==> config.mk <==
export PLATFORM = sky130hd
export DESIGN_NAME = mem_arbiter
export DESIGN_NICKNAME = d
export VERILOG_FILES = /design/src/rtl/raptor_bus_pkg.sv /design/src/rtl/mem_arb_pick.sv /design/src/rtl/mem_arbiter.sv
export SDC_FILE = /design/constraint.sdc
export NUM_CORES = 1
export LEC_CHECK = 0
export CAP_MARGIN = 20
export CORE_MARGIN = 3
export CORE_UTILIZATION = 35
export CTS_BUF_LIST = sky130_fd_sc_hd__clkbuf_8 sky130_fd_sc_hd__clkbuf_16
export CTS_CLUSTER_DIAMETER = 80
export DETAILED_ROUTE_END_ITERATION = 8
export PLACE_DENSITY = 0.71
export SLEW_MARGIN = 20
export SYNTH_ARGS = -nofsm -noshare
export SYNTH_HDL_FRONTEND = slang
export SYNTH_SLANG_ARGS = --single-unit
==> constraint.sdc <==
create_clock -name clk -period 5.2 [get_ports clk]
set_input_delay 1.56 -clock clk [delete_from_list [all_inputs] [get_ports clk]]
set_output_delay 1.56 -clock clk [all_outputs]
set_load 0.05 [all_outputs]
==> src/rtl/raptor_bus_pkg.sv <==
//==============================================================================
// Module      : raptor_bus_pkg
// Description : Shared types and default widths for the core-to-memory bus.
// Revision    : 1.0 - initial release
//==============================================================================
`default_nettype none

package raptor_bus_pkg;

  localparam int DEF_AW = 32;
  localparam int DEF_DW = 32;

  typedef enum logic {
    OWN_IF = 1'b0,
    OWN_LS = 1'b1
  } owner_e;

  typedef enum logic [1:0] {
    IDLE    = 2'd0,
    BUSY_IF = 2'd1,
    BUSY_LS = 2'd2
  } arb_state_e;

endpackage : raptor_bus_pkg

`default_nettype wire

==> src/rtl/mem_arb_pick.sv <==
//==============================================================================
// Module      : mem_arb_pick
// Description : Combinational winner selection between fetch and load/store.
// Revision    : 1.0 - initial release
//==============================================================================
`default_nettype none

module mem_arb_pick
  import raptor_bus_pkg::*;
(
  input  logic   if_req_i,
  input  logic   ls_req_i,
  input  logic   streak_at_limit_i,
  output logic   pick_valid_o,
  output owner_e pick_owner_o
);

  always_comb begin
    pick_valid_o = 1'b0;
    pick_owner_o = OWN_LS;
    if (ls_req_i && !streak_at_limit_i) begin
      pick_valid_o = 1'b1;
      pick_owner_o = OWN_LS;
    end else if (if_req_i) begin
      pick_valid_o = 1'b1;
      pick_owner_o = OWN_IF;
    end else if (ls_req_i) begin
      // Streak limit only matters while fetch is actually waiting.
      pick_valid_o = 1'b1;
      pick_owner_o = OWN_LS;
    end
  end

endmodule : mem_arb_pick

`default_nettype wire

==> src/rtl/mem_arbiter.sv <==
//==============================================================================
// Module      : mem_arbiter
// Description : Fetch / load-store arbiter onto a single unified memory port.
// Revision    : 1.0 - initial release
//==============================================================================
`default_nettype none

module mem_arbiter
  import raptor_bus_pkg::*;
#(
  parameter int AW            = DEF_AW,
  parameter int DW            = DEF_DW,
  parameter int MAX_LS_STREAK = 4
) (
  input  logic            clk,
  input  logic            reset,
  input  logic            if_req,
  input  logic [AW-1:0]   if_addr,
  output logic            if_gnt,
  output logic            if_rvalid,
  output logic [DW-1:0]   if_rdata,
  input  logic            ls_req,
  input  logic            ls_we,
  input  logic [DW/8-1:0] ls_be,
  input  logic [AW-1:0]   ls_addr,
  input  logic [DW-1:0]   ls_wdata,
  output logic            ls_gnt,
  output logic            ls_rvalid,
  output logic [DW-1:0]   ls_rdata,
  output logic            mem_req,
  output logic            mem_we,
  output logic [DW/8-1:0] mem_be,
  output logic [AW-1:0]   mem_addr,
  output logic [DW-1:0]   mem_wdata,
  input  logic            mem_ready,
  input  logic [DW-1:0]   mem_rdata
);

  localparam int             C_SW         = $clog2(MAX_LS_STREAK + 1);
  localparam logic [C_SW-1:0] C_STREAK_MAX = C_SW'(MAX_LS_STREAK);

  arb_state_e      state_q, state_d;
  logic [C_SW-1:0] streak_q, streak_d;
  logic            mem_req_q, mem_req_d;
  logic            mem_we_q, mem_we_d;
  logic [DW/8-1:0] mem_be_q, mem_be_d;
  logic [AW-1:0]   mem_addr_q, mem_addr_d;
  logic [DW-1:0]   mem_wdata_q, mem_wdata_d;
  logic            if_rvalid_q, if_rvalid_d;
  logic            ls_rvalid_q, ls_rvalid_d;
  logic [DW-1:0]   if_rdata_q, if_rdata_d;
  logic [DW-1:0]   ls_rdata_q, ls_rdata_d;

  logic            w_at_limit;
  logic            w_pick_valid;
  owner_e          w_pick_owner;

  assign w_at_limit = (streak_q == C_STREAK_MAX);

  mem_arb_pick u_pick (
    .if_req_i          (if_req),
    .ls_req_i          (ls_req),
    .streak_at_limit_i (w_at_limit),
    .pick_valid_o      (w_pick_valid),
    .pick_owner_o      (w_pick_owner)
  );

  always_comb begin
    state_d     = state_q;
    streak_d    = streak_q;
    mem_req_d   = mem_req_q;
    mem_we_d    = mem_we_q;
    mem_be_d    = mem_be_q;
    mem_addr_d  = mem_addr_q;
    mem_wdata_d = mem_wdata_q;
    if_rvalid_d = 1'b0;
    ls_rvalid_d = 1'b0;
    if_rdata_d  = if_rdata_q;
    ls_rdata_d  = ls_rdata_q;
    if_gnt      = 1'b0;
    ls_gnt      = 1'b0;

    case (state_q)
      IDLE: begin
        // Grants are suppressed while reset is held so no request is lost.
        if (!reset && w_pick_valid) begin
          mem_req_d = 1'b1;
          if (w_pick_owner == OWN_LS) begin
            ls_gnt      = 1'b1;
            state_d     = BUSY_LS;
            mem_we_d    = ls_we;
            mem_be_d    = ls_be;
            mem_addr_d  = ls_addr;
            mem_wdata_d = ls_wdata;
            if (!if_req)
              streak_d = '0;
            else if (!w_at_limit)
              streak_d = streak_q + C_SW'(1);
          end else begin
            if_gnt      = 1'b1;
            state_d     = BUSY_IF;
            mem_we_d    = 1'b0;
            mem_be_d    = '0;
            mem_addr_d  = if_addr;
            mem_wdata_d = '0;
            streak_d    = '0;
          end
        end
      end
      BUSY_IF: begin
        if (mem_ready) begin
          mem_req_d   = 1'b0;
          state_d     = IDLE;
          if_rvalid_d = 1'b1;
          if_rdata_d  = mem_rdata;
        end
      end
      BUSY_LS: begin
        if (mem_ready) begin
          mem_req_d   = 1'b0;
          state_d     = IDLE;
          ls_rvalid_d = 1'b1;
          ls_rdata_d  = mem_we_q ? '0 : mem_rdata;
        end
      end
      default: state_d = IDLE;
    endcase
  end

  always_ff @(posedge clk) begin
    if (reset) begin
      state_q     <= IDLE;
      streak_q    <= '0;
      mem_req_q   <= 1'b0;
      mem_we_q    <= 1'b0;
      mem_be_q    <= '0;
      mem_addr_q  <= '0;
      mem_wdata_q <= '0;
      if_rvalid_q <= 1'b0;
      ls_rvalid_q <= 1'b0;
      if_rdata_q  <= '0;
      ls_rdata_q  <= '0;
    end else begin
      state_q     <= state_d;
      streak_q    <= streak_d;
      mem_req_q   <= mem_req_d;
      mem_we_q    <= mem_we_d;
      mem_be_q    <= mem_be_d;
      mem_addr_q  <= mem_addr_d;
      mem_wdata_q <= mem_wdata_d;
      if_rvalid_q <= if_rvalid_d;
      ls_rvalid_q <= ls_rvalid_d;
      if_rdata_q  <= if_rdata_d;
      ls_rdata_q  <= ls_rdata_d;
    end
  end

  assign mem_req   = mem_req_q;
  assign mem_we    = mem_we_q;
  assign mem_be    = mem_be_q;
  assign mem_addr  = mem_addr_q;
  assign mem_wdata = mem_wdata_q;
  assign if_rvalid = if_rvalid_q;
  assign ls_rvalid = ls_rvalid_q;
  assign if_rdata  = if_rdata_q;
  assign ls_rdata  = ls_rdata_q;

endmodule : mem_arbiter

`default_nettype wire
# Word level (Yosys, flattened, before mapping)
# Cells that the tools add are included.
# W data, S select, Z words.
dict set report totals {
  elab_cells 62
  in_bits 138
  reg_bits 141
  output_inout_bits 138
}
dict set report classes {
  addsub 1
  n_reduce_logical 15
  n_bitwise 2
  eq_ne 6
  n_mux 27
}
# cell n
set ops {}
lappend ops {{$mux W32} 3}
lappend ops {{$mux W1} 15}
lappend ops {{$mux W3} 3}
lappend ops {{$reduce_and A2 Y1} 4}
lappend ops {{$mux W2} 3}
lappend ops {{$reduce_and A3 Y1} 2}
lappend ops {{$reduce_or A2 Y1} 3}
lappend ops {{$mux W4} 1}
lappend ops {{$pmux W2 S2} 1}
lappend ops {{$add A3 B1 Y3 const B} 1}
lappend ops {{$eq A3 B3 Y1 const B} 1}
lappend ops {{$ne A3 B3 Y1 const B} 1}
lappend ops {{$eq A2 B1 Y1 const B} 1}
lappend ops {{$eq A2 B2 Y1 const B} 1}
lappend ops {{$logic_and A1 B1 Y1} 2}
lappend ops {{$logic_not A1 Y1} 2}
lappend ops {{$logic_not A2 Y1} 1}
lappend ops {{$ne A2 B1 Y1 const B} 1}
lappend ops {{$ne A2 B2 Y1 const B} 1}
lappend ops {{$not A1 Y1} 2}
lappend ops {{$pmux W1 S2} 1}
lappend ops {{$reduce_bool A2 Y1} 1}

# Longest topological paths before layout
dict set report depth {
  ltp_word 7
  depth_mapped 7
  mapped_depth_nobuf 5
}

# Cells and area by module
# A second synthesis with hierarchy kept.
dict set report hier_totals {
  cells_unflattened 575
  area_unflattened_um2 5275.1
}
# mod area_each_um2 cells_per_inst seq_area_each_um2 n_inst
set modules_own_cells {}
lappend modules_own_cells {mem_arbiter 5260.0 572 2822.7 1}
lappend modules_own_cells {mem_arb_pick 15.0 3 0.0 1}

# Worst setup path after synthesis
# OpenSTA, ideal clock, no wires.
dict set report synth_timing {
  path_type {in2out}
  start {input reset}
  end {output if_gnt}
  t_arrival_ns 3.161
  n_path_buf 2
  path_slack_ns 0.479
  required_ns 3.640
  cell_stages 4
  path_cell_list {nand2b_1 > buf_2 > clkbuf_1 > nor3_1}
}
dict set report synth_between {
  elab_chain_len 4
}
# item line
set synth_lines {}
lappend synth_lines {{start: declaration} mem_arbiter.sv:16} ;# input logic reset,
lappend synth_lines {{$logic_not A1 Y1} mem_arbiter.sv:86} ;# if (!reset && w_pick_valid) begin
lappend synth_lines {{$logic_and A1 B1 Y1} mem_arbiter.sv:86}
lappend synth_lines {{$mux W1} mem_arbiter.sv:86}
lappend synth_lines {{$mux W1} mem_arbiter.sv:83} ;# case (state_q)
lappend synth_lines {{end: declaration} mem_arbiter.sv:19} ;# output logic if_gnt,
# No other way between the ends.

# Worst setup path after layout
dict set report layout_timing {
  start {input if_req}
  end {output if_gnt}
}
dict set report layout_between {
  elab_chain_len 5
  elab_cells_between_ends 8
  cone_classes {mux (7); reduce/logical (1)}
}
# item line
set layout_lines {}
lappend layout_lines {{start: declaration} mem_arbiter.sv:17} ;# input logic if_req,
lappend layout_lines {{$mux W1} mem_arb_pick.sv:24} ;# end else if (if_req_i) begin
lappend layout_lines {{$mux W1} mem_arb_pick.sv:21} ;# if (ls_req_i && !streak_at_limit_i) begin
lappend layout_lines {{$mux W1 or $logic_and A1 B1 Y1 (tied branches)} {mem_arbiter.sv:88, mem_arbiter.sv:86}}
lappend layout_lines {{$mux W1 *} mem_arbiter.sv:86}
lappend layout_lines {{$mux W1 *} mem_arbiter.sv:83}
# Mark *: on every way between the ends. The rest lies on a longest branch, timed or not.

==> impl_metrics.tcl <==
set metrics [dict create \
    max-slew-margin-rel_pct 31.2 \
    start_util_pct 35.9 \
    syn_area_um2 5700 \
    dr_wl_met2_um 10100 \
    finalSetupViolCount 0 \
    cts.sinks 141 \
    synth-compound-area-share_pct 29.3 \
    num_rows 46 \
    clockPowerShare_pct 43.7 \
    first_pass_iters 4 \
    cts_buffers 17 \
    grt_max_degree 104 \
    rrSetupSlack_ns 2.98 \
    synth-adder-area-share_pct 1.10 \
    power_frac_comb_pct 19.4 \
    startpoint "if_req" \
    layout_commonest_cell "clkdlybuf4s50_1" \
    cap_violations 0 \
    portBuffers 275 \
    swShare_pct 28.7 \
    hp-class "reg2reg" \
    core_um2 15900 \
    start_kind "input port" \
    crit_required_ns 3.64 \
    cts_setup_buffers 0 \
    outcome "completed" \
    dp_hpwl_um 13400 \
    syn_nets 783 \
    fin_util_pct 57.8 \
    met3_wirelength_um 1190 \
    reg2reg_from "state_q[0]$_SDFFE_PP0P_" \
    cts_tree "done" \
    finalInstanceArea_um2 9180 \
    placed_area_um2 8510 \
    worstPathArrival_ns 2.71 \
    drt_iter0_drc 402 \
    synthSimpleGateAreaFrac_pct 13.7 \
    endpoint "if_gnt" \
    min_period_ns 4.27 \
    finalHoldViolCount 0 \
    die_area_um2 17900 \
    p_leak_uw 0.00308 \
    crit_fanout 3 \
    layout-drive-gt1-share_pct 6.60 \
    synth_area_leader_cell "dfxtp_1" \
    slew_violations 0 \
    post_cts_resize_count 0 \
    hold_depth 2 \
    worstMarginPinSlew_ns 1.03 \
    clkTransAtPathRegs_ns 0.06 \
    powerDensity_nw_per_um2 343 \
    area_growth_pct 61.1 \
    die_x_um 134 \
    synth_xor_area_share_pct 0 \
    critPathKind "in2out" \
    critical_path.cell_chain "clkdlybuf4s50_1 -> inv_2 -> nor3_1 -> buf_12" \
    synthCells 640 \
    ys_ff_latch 141 \
    post-route-period-util_pct 82.0 \
    syn_area_per_cell_um2 8.91 \
    met1_length_um 8750 \
    rsz0062_at_grt "no" \
    tns_ns 0 \
    internal-power_uw 2240 \
    netlist.area_leader.share_pct 49.5 \
    detail_route.wl_per_cell_um 19.1 \
    die_h_um 134 \
    ctsHoldBuffers 0 \
    synth_top_family_by_area "compound AO/OA/AOI/OAI gates" \
    pwr-share-seq_pct 36.9 \
    cts_buffer_depth 2 \
    grt_pass1_wl_um 32300 \
    whs_ns 0.452 \
    htreeDepth 4 \
    diodes 0 \
    drc 0 \
    yosysWarnings 0 \
    rr_worst_depth 6 \
    totalWireLength_um 20900 \
    yosysSeqAreaShare_pct 49.5 \
    antenna_left 0 \
    cpMaxStageDelayCell "clkdlybuf4s50_1" \
    crit_path_end_kind "output port" \
    io_pins 276 \
    grt_overflow 0 \
    synth_area_leaders "dfxtp_1 (50%), a21oi_1 (9.2%), nor4_1 (7.0%)" \
    track_usage_pct 22.4 \
    nNetsFinal 1009 \
    max_freq_mhz 234 \
    fill_cells 1462 \
    clock-root-buffer "clkbuf_16" \
    synth_cell_types 35 \
    highest_layer "met4" \
    regToRegEndpoint "mem_addr[29]$_SDFFE_PP0P_" \
    vdd_drop_max_v 0.000210 \
    grt_pass1_vias 5801 \
    final_cell_mix "clkdlybuf4s50_1 (271), dfxtp_1 (141), a21oi_1 (104)" \
    register_area_um2 2820 \
    multiInputGateArea_um2 2540 \
    clock_latency_ns 0.41 \
    routed_via_density 5.55 \
    fin_worst_skew_ns 0.00734 \
    p_sw_uw 903 \
    antenna_found_initial 0 \
    synth_mux_area_share_pct 0 \
    slowest_delay_ns 0.53 \
    gp_congestion 0.807 \
    vias 6081 \
]
[worst min-delay path by stage]
| stage | startpoint | endpoint | slack, ns |
|---|---|---|---|
| after floorplan | streak_q[1]$_SDFFE_PP0P_ | streak_q[1]$_SDFFE_PP0P_ | 0.47 |
| after global placement | if_rdata[24]$_SDFFE_PP0P_ | if_rdata[24]$_SDFFE_PP0P_ | 0.44 |
| after detailed placement | if_rdata[31]$_SDFFE_PP0P_ | if_rdata[31]$_SDFFE_PP0P_ | 0.45 |
| after CTS | if_rdata[31]$_SDFFE_PP0P_ | if_rdata[31]$_SDFFE_PP0P_ | 0.45 |
| after global routing | if_rdata[22]$_SDFFE_PP0P_ | if_rdata[22]$_SDFFE_PP0P_ | 0.47 |
| final | if_rdata[31]$_SDFFE_PP0P_ | if_rdata[31]$_SDFFE_PP0P_ | 0.45 |
[power groups by stage]
| stage | Combinational, uW | Clock, uW | Sequential [uW] |
|---|---|---|---|
| after floorplan | 171 | 0 | 1360 |
| after global placement | 607 | 0 | 1180 |
| after CTS | 611 | 1400 | 1160 |
| after global routing | 642 | 1450 | 1170 |
| final | 611 | 1370 | 1160 |
| after detailed placement | 608 | 0 | 1180 |
[routing by layer]
| layer | vias to the layer above | GRT usage, % |
|---|---|---|
| met5 | - | 0 |
| met4 | 0 | 9.77 |
| met3 | 50 | 5.40 |
| met2 | 230 | 35.9 |
| met1 | 2914 | 28.9 |
| li1 | 2887 | - |
[per-stage QoR]
stage | setup slack (ns) | total power [uW] | std cells
2_1_floorplan | 0.479 | 1530 | 640
3_3_place_gp | 0.911 | 1790 | 1063
3_5_place_dp | 0.932 | 1790 | 1063
4_1_cts | 0.932 | 3170 | 1095
5_1_grt | 0.871 | 3260 | 1095
6_report | 0.935 | 3150 | 1095
[state kept, by name (all words and copies together), names as in the netlist]
register	flops
mem_we	1
state_q	2
mem_wdata	32
if_rvalid	1
ls_rdata	32
mem_be	4
ls_rvalid	1
if_rdata	32
streak_q	3
mem_addr	32
mem_req	1
[final cells by class]
| type | instances | area share [%] |
|---|---|---|
| Sequential cell | 141 | 30.7 |
| Tap cell | 216 | 2.94 |
| Multi-Input combinational cell | 412 | 27.7 |
| Inverter | 6 | 0.245 |
| Timing Repair Buffer | 288 | 31.0 |
| Clock buffer | 18 | 4.78 |
| Clock inverter | 14 | 2.55 |
[cell families (layout without fill, tap and decap cells)]
family / count (synthesis) / in the layout
AO/OA/AOI/OAI: 254 / 254
AND/OR/NAND/NOR: 153 / 153
flip-flops: 141 / 141
buffers and inverters: 87 / 326
adder cells (fa/ha/maj): 5 / 5
[critical path, delay by kind of cell]
kind	cells	cell delay (ns)
buffers and inverters	3	0.77
and+or+nand+nor	1	0.37
[synthesized netlist by cell type]
library cell / n
and2_1: 1
nand4_1: 4
o31ai_1: 2
nor3_1: 2
o21ai_0: 41
buf_4: 1
a21boi_2: 1
nand4b_1: 1
nand3_1: 1
o2111ai_1: 37
nor2_1: 3
a2111oi_0: 32
a22o_1: 32
a21bo_2: 1
ha_1: 5
inv_2: 1
dfxtp_1: 141
clkbuf_2: 1
nor2b_1: 2
buf_1: 4
o21a_1: 1
nand2b_1: 2
buf_2: 25
a21oi_1: 105
nor4_1: 64
a31oi_1: 1
nor2_2: 1
nand2_1: 68
nor3b_1: 1
and3_1: 1
or4_1: 1
clkbuf_1: 50
or2_2: 1
inv_1: 5
o21bai_1: 1
Note: power is estimated with default switching activity, not from simulation.
